--- src/rtl/dncdaq_pkg.sv ---
// Shared definitions for the TX FIFO burst arbiter: FSM state encoding and settle timing.
package dncdaq_pkg;

  typedef enum logic [1:0] {
    ST_IDLE   = 2'd0,
    ST_XFER   = 2'd1,
    ST_SETTLE = 2'd2
  } arb_state_e;

  // Cycles spent after a burst so the last registered write is reflected in dcnt.
  localparam int unsigned SETTLE_CYC = 2;
  localparam int unsigned SETTLE_CW  = (SETTLE_CYC > 1) ? $clog2(SETTLE_CYC) : 1;

endpackage

--- src/rtl/rr_pick.sv ---
// Round-robin priority pick: first asserted request at or after the pointer, wrapping.
module rr_pick #(
  parameter  int unsigned NREQ = 4,
  localparam int unsigned IDW  = $clog2(NREQ)
) (
  input  logic [NREQ-1:0] i_req,
  input  logic [IDW-1:0]  i_ptr,
  output logic [IDW-1:0]  o_idx,
  output logic            o_found
);

  int unsigned w_j;

  always_comb begin
    o_idx   = '0;
    o_found = 1'b0;
    w_j     = 0;
    for (int unsigned k = 0; k < NREQ; k++) begin
      w_j = (32'(i_ptr) + k) % NREQ;
      if (!o_found && i_req[IDW'(w_j)]) begin
        o_idx   = IDW'(w_j);
        o_found = 1'b1;
      end
    end
  end

endmodule

--- src/rtl/tx_fifo_burst_arb.sv ---
// Round-robin burst arbiter sharing the TX FIFO write port; grants only when
// the whole burst fits, then streams the granted requester's words into the FIFO.
module tx_fifo_burst_arb
  import dncdaq_pkg::*;
#(
  parameter  int unsigned NREQ    = 4,
  parameter  int unsigned DW      = 32,
  parameter  int unsigned FIFO_AW = 10,
  parameter  int unsigned BW      = 4,
  localparam int unsigned IDW     = $clog2(NREQ)
) (
  input  logic                 i_clk,
  input  logic                 i_rst,
  input  logic [NREQ-1:0]      i_req_valid,
  input  logic [NREQ*BW-1:0]   i_req_len,
  output logic [NREQ-1:0]      o_req_grant,
  output logic [IDW-1:0]       o_grant_id,
  input  logic [NREQ-1:0]      i_s_valid,
  input  logic [NREQ*DW-1:0]   i_s_data,
  output logic [NREQ-1:0]      o_s_ready,
  output logic                 o_tx_fifo_wr,
  output logic [DW-1:0]        o_tx_fifo_din,
  input  logic [FIFO_AW-1:0]   i_tx_fifo_dcnt,
  input  logic                 i_tx_fifo_clr,
  output logic                 o_busy,
  output logic                 o_burst_done,
  output logic                 o_burst_abort
);

  localparam int unsigned        CW       = FIFO_AW + 1;
  localparam logic [FIFO_AW-1:0] FIFO_CAP = '1;

  arb_state_e           r_state;
  logic [IDW-1:0]       r_ptr;
  logic [IDW-1:0]       r_grant_id;
  logic [BW-1:0]        r_remaining;
  logic [SETTLE_CW-1:0] r_settle_cnt;
  logic [NREQ-1:0]      r_req_grant;
  logic                 r_wr;
  logic [DW-1:0]        r_din;
  logic                 r_busy;
  logic                 r_done;
  logic                 r_abort;

  logic [IDW-1:0]       w_cand;
  logic                 w_found;
  logic [BW-1:0]        w_cand_len;
  logic [FIFO_AW-1:0]   w_free;
  logic                 w_fits;
  logic [NREQ-1:0]      w_cand_onehot;
  logic [NREQ-1:0]      w_gid_onehot;
  logic [DW-1:0]        w_sdata;
  logic                 w_beat;
  logic [IDW-1:0]       w_next_ptr;

  rr_pick #(.NREQ(NREQ)) u_rr_pick (
    .i_req   (i_req_valid),
    .i_ptr   (r_ptr),
    .o_idx   (w_cand),
    .o_found (w_found)
  );

  // Space check: burst of len+1 words against free slots, widened to avoid wrap.
  assign w_cand_len    = i_req_len[32'(w_cand)*BW +: BW];
  assign w_free        = FIFO_CAP - i_tx_fifo_dcnt;
  assign w_fits        = (CW'(w_cand_len) + CW'(1)) <= CW'(w_free);
  assign w_cand_onehot = NREQ'(1) << w_cand;
  assign w_gid_onehot  = NREQ'(1) << r_grant_id;
  assign w_sdata       = i_s_data[32'(r_grant_id)*DW +: DW];
  assign w_next_ptr    = (32'(r_grant_id) == NREQ - 1) ? '0 : r_grant_id + IDW'(1);

  assign o_s_ready = (r_state == ST_XFER && !i_tx_fifo_clr) ? w_gid_onehot : '0;
  assign w_beat    = |(i_s_valid & o_s_ready);

  always_ff @(posedge i_clk) begin
    if (i_rst) begin
      r_state      <= ST_IDLE;
      r_ptr        <= '0;
      r_grant_id   <= '0;
      r_remaining  <= '0;
      r_settle_cnt <= '0;
      r_req_grant  <= '0;
      r_wr         <= 1'b0;
      r_din        <= '0;
      r_busy       <= 1'b0;
      r_done       <= 1'b0;
      r_abort      <= 1'b0;
    end else begin
      r_wr    <= 1'b0;
      r_done  <= 1'b0;
      r_abort <= 1'b0;
      case (r_state)
        ST_IDLE: begin
          if (w_found && w_fits && !i_tx_fifo_clr) begin
            r_state     <= ST_XFER;
            r_grant_id  <= w_cand;
            r_remaining <= w_cand_len;
            r_req_grant <= w_cand_onehot;
            r_busy      <= 1'b1;
          end
        end
        ST_XFER: begin
          if (i_tx_fifo_clr) begin
            r_state      <= ST_SETTLE;
            r_settle_cnt <= '0;
            r_req_grant  <= '0;
            r_ptr        <= w_next_ptr;
            r_abort      <= 1'b1;
          end else if (w_beat) begin
            r_wr  <= 1'b1;
            r_din <= w_sdata;
            if (r_remaining == '0) begin
              r_state      <= ST_SETTLE;
              r_settle_cnt <= '0;
              r_req_grant  <= '0;
              r_ptr        <= w_next_ptr;
              r_done       <= 1'b1;
            end else begin
              r_remaining <= r_remaining - BW'(1);
            end
          end
        end
        ST_SETTLE: begin
          if (r_settle_cnt == SETTLE_CW'(SETTLE_CYC - 1)) begin
            r_state <= ST_IDLE;
            r_busy  <= 1'b0;
          end else begin
            r_settle_cnt <= r_settle_cnt + SETTLE_CW'(1);
          end
        end
        default: begin
          r_state     <= ST_IDLE;
          r_req_grant <= '0;
          r_busy      <= 1'b0;
        end
      endcase
    end
  end

  assign o_req_grant   = r_req_grant;
  assign o_grant_id    = r_grant_id;
  assign o_tx_fifo_wr  = r_wr;
  assign o_tx_fifo_din = r_din;
  assign o_busy        = r_busy;
  assign o_burst_done  = r_done;
  assign o_burst_abort = r_abort;

endmodule

--- config.mk ---
export PLATFORM = sky130hd
export DESIGN_NAME = tx_fifo_burst_arb
export DESIGN_NICKNAME = d
export VERILOG_FILES = /design/src/rtl/dncdaq_pkg.sv /design/src/rtl/rr_pick.sv /design/src/rtl/tx_fifo_burst_arb.sv
export SDC_FILE = /design/constraint.sdc
export NUM_CORES = 1
export LEC_CHECK = 0
export CAP_MARGIN = 10
export CORE_ASPECT_RATIO = 1.5
export CORE_MARGIN = 2
export CORE_UTILIZATION = 37
export DETAILED_ROUTE_END_ITERATION = 8
export MAX_ROUTING_LAYER = met4
export PLACE_DENSITY = 0.81
export SYNTH_ARGS = -nofsm -noshare
export SYNTH_HDL_FRONTEND = slang
export SYNTH_HIERARCHICAL = 1
export SYNTH_SLANG_ARGS = --single-unit
--- constraint.sdc ---
create_clock -name i_clk -period 4.05 [get_ports i_clk]
set_input_delay 0.6075 -clock i_clk [delete_from_list [all_inputs] [get_ports i_clk]]
set_output_delay 0.6075 -clock i_clk [all_outputs]
set_load 0.05 [all_outputs]
==> metrics.md <==
| Metric | Value |
|---|---|
| Status | `completed` |
| Congestion Overflow GR | `0` |
| Fmax achieved | `0.2586 GHz` |
| Combinational fraction of design power | `0.524` |
| Final #Nets | `around 740` |
| Metal2 WL | `6438 um` |
| Total wire length | `11760 um` |
| GRT Overall Usage | `0.2468` |
| Async S/R FF share, synth | `0` |
| Unrepaired setup endpoints after global routing | `false` |
| CP Class | `input pin to register` |
| Part of the Yosys area used for sequential elements | `0.3092` |
| Hold depth | `2` |
| Reg2reg start | `r_ptr[0]$_SDFFE_PP0P_` |
| Tcrit/Tclk final | `0.9547` |
| Mapped Area | `3302 sq um` |
| CP max FO | `8` |
| Sequential Power Share | `0.280` |
| Starting density of the core | `0.3762` |
| Max-slew violation count | `0` |
| Dpl ws | `-0.3928 ns` |
| Placed Area | `5629 sq um` |
| Sw frac | `0.3778` |
| Worst hold path startpoint | `o_tx_fifo_din[18]$_SDFFE_PP0P_` |
| # fillers | `690` |
| Min Tclk post-route | `3.867 ns` |
| Maximum Capacitance Violations | `0` |
| Worst hold slack | `0.4539 ns` |
| Synth top cells by count | `nand2_1, dfxtp_1, a21oi_1` |
| Flop2flop setup slack | `0.41 ns` |
| # IOs | `roughly 210` |
| Synth Warn # | `6` |
| WHS Endpoint | `o_tx_fifo_din[18]$_SDFFE_PP0P_` |
| Final instance area | `slightly below 6000 sq um` |
| Top Metal Used | `met4` |
| Post-DR vias/cell | `about 5.4` |
| Clock sink count | `51` |
| Die width | `roughly 81 um` |
| Startpoint Class | `input pin` |
| Slew @ Worst Pin | `0.8899 ns` |
| Synth Flop Type | `dfxtp_1` |
| I/O Buffers | `210` |
| Vias in the first global route | `3887` |
| DRC errors left | `0` |
| Fin Clk Skew | `0.003340 ns` |
| Yosys top cell by area | `dfxtp_1` |
| Placer Congestion | `0.8775` |
| Reg-to-reg critical path endpoint | `o_req_grant[1]$_SDFFE_PP0P_` |
| Die Span Y | `119.7 um` |
| Clock network fraction of total power | `0.197` |
| CTS tree | `yes` |
| Initial DRC count | `171` |
| Final hold vios | `0` |
| Top post-synthesis cells by area | `dfxtp_1, mux4_2, nand2_1` |
| WL/cell | `17.40 um` |
| Share of cells above drive strength 1 | `0.1661` |
| Pleak | `2.123 nW` |
| Synth Net Count | `523` |
| CTS Buf Count | `5` |
| Initial antenna violation count | `0` |
| Crit end category | `register` |
| Average cell area after synthesis | `9.599 sq um` |
| CTS max path bufs | `2` |
| Register bit total from synthesis | `51` |
| Core Area | `8776 sq um` |
| Reg2Reg Depth | `13` |
| Pwr Density | `between 300 and 400 nW/um^2` |
| Area share of the largest cell type after synthesis | `0.3092` |
| Crit path DAT | `4.10 ns` |
| First-pass GRT wire length | `17930 um` |
| Placed Cells | `666` |
| Slew margin rel. | `0.4068` |
| Setup total negative slack | `0 ns` |
| DP Wirelength | `about 9000 um` |
| Largest net degree at the start of global routing | `47` |
| Root Driver | `clkbuf_16` |
| Final setup fails | `0` |
| Clock latency on the worst-skew pair | `about 0.29 ns` |
| ANT cells | `0` |
| Worst VDD drop | `0.2521 mV` |
| Post-synth EDFFs | `0` |
| Count leader, synth | `nand2_1` |
| Post-Synthesis Cells | `344` |
| Vias post-DR | `3648` |
| DR WL met3 | `~790 um` |
| Die Area | `roughly 9700 sq um` |
| Std-Cell Rows | `between 40 and 50` |
| Switching Power | `between 0.8 and 0.9 mW` |
| Power Internal | `1.404 mW` |
| Area growth syn-to-layout | `79.16%` |
| Finished Layout Cells | `676` |
| Clock Pin Slew Worst Setup and Hold Paths | `0.06 ns` |
| CP required | `4.28 ns` |
| Final antenna-violating net count | `0` |
| H-tree depth | `2` |
| Hold Path Class | `register to register` |
| M1 wire length | `4089 um` |
| Worst Setup Slack, final | `0.1833 ns` |
| Synth unique cells | `53` |
| DRT Pass-1 Iters | `4` |
-- worst max path at each step --
| stage | startpoint | to | slack, ns | depth (start not counted) |
|---|---|---|---|---|
| after floorplan | i_req_valid[1] | o_req_grant[0]$_SDFFE_PP0P_ | 0.25 | 13 |
| after global placement | i_req_valid[1] | o_req_grant[3]$_SDFFE_PP0P_ | -0.33 | 16 |
| after detailed placement | i_req_valid[1] | r_state[1]$_SDFFE_PP0P_ | -0.39 | 16 |
| after CTS | i_req_valid[1] | r_state[1]$_SDFFE_PP0P_ | -0.004 | 15 |
| after global routing | i_req_valid[3] | o_req_grant[2]$_SDFFE_PP0P_ | 0.03 | 14 |
| final | i_req_valid[3] | o_req_grant[1]$_SDFFE_PP0P_ | 0.18 | 13 |
-- state kept, by name, summed over array words and instances, names as in the netlist --
signal	flops
o_tx_fifo_din	32
o_req_grant	4
r_remaining	4
o_grant_id	2
r_ptr	2
r_state	2
o_burst_abort	1
o_burst_done	1
o_busy	1
o_tx_fifo_wr	1
r_settle_cnt	1
-- cell families after synthesis --
logic type,count (synthesis),share of synthesized area
and+or+nand+nor,120,0.1633
AOI/OAI and AO/OA,77,0.1595
DFF,51,0.3092
muxes,41,0.2607
buffers and inverters,39,0.04888
adders and majority gates,14,0.05305
xor gates and xnor gates,2,0.005306
-- final cells by class --
| type | count | area [sq um] | area share |
|---|---|---|---|
| Tap cell | 110 | 137.6 | 0.02327 |
| Multi-Input combinational cell | 254 | 2227 | 0.3765 |
| Inverter | 17 | 63.81 | 0.01079 |
| Clock buffer | 8 | 156.4 | 0.02644 |
| Sequential cell | 51 | 1023 | 0.1730 |
| Timing Repair Buffer | 236 | 2307 | 0.3900 |
-- repair_timing --
action	4_1_cts	5_1_grt
hold buffers	0	0
endpoints found under the setup margin	11	13
pin swaps	11	12
gates resized for setup	9	12
buffers inserted	2	2
cloned	0	0
-- metrics by stage --
| step | utilization | total power, mW |
|---|---|---|
| after floorplan | - | 1.329 |
| after global placement | 0.6414 | 1.731 |
| after detailed placement | 0.6414 | 1.759 |
| after CTS | 0.6651 | 2.231 |
| after global routing | 0.6741 | 2.377 |
| final | 0.6741 | 2.256 |
-- worst max-delay path, stage by stage --
cell             delay [ns]
clkdlybuf4s50_1        0.51
o221ai_1               0.13
a21oi_2                0.19
buf_6                  0.14
mux4_2                 0.57
ha_4                   0.20
xor2_1                 0.15
ha_1                   0.28
and3_4                 0.19
o21ai_4                0.08
a2111oi_4              0.56
o31a_1                 0.33
a32o_1                 0.15
-- routing by layer --
layer | GRT usage | up-vias
li1 | - | 1707
met1 | 0.2473 | 1723
met2 | 0.4540 | 186
met3 | 0.04286 | 32
met4 | 0.1081 | 0
met5 | - | -
-- cell usage in the layout, fill, tap and decap left out, drive strengths merged, types with 2 or more instances in the layout --
cell type and n:
clkdlybuf4s50 206, nand2 76, dfxtp 51, a21oi 43, mux4 36, buf 27, inv 16, ha 14
nor2 10, clkbuf 8, nand3 6, o21ai 6, and2 5, mux2i 5, nand2b 4, a32o 4
and3 4, a22oi 3, a31oi 3, dlymetal6s2s 3, nor3 3, nor4 3, nor2b 2, a2111oi 2
a2111o 2, nand4 2, a22o 2, a211oi 2
-- power groups by stage --
stage | clock [mW] | sequential [mW] | combinational, mW
final | 0.444 | 0.631 | 1.18
after global routing | 0.471 | 0.641 | 1.27
after CTS | 0.453 | 0.631 | 1.15
after detailed placement | 0 | 0.641 | 1.12
after global placement | 0 | 0.638 | 1.09
after floorplan | 0 | 0.763 | 0.566
No activity file was read; power rests on OpenSTA's default activity.
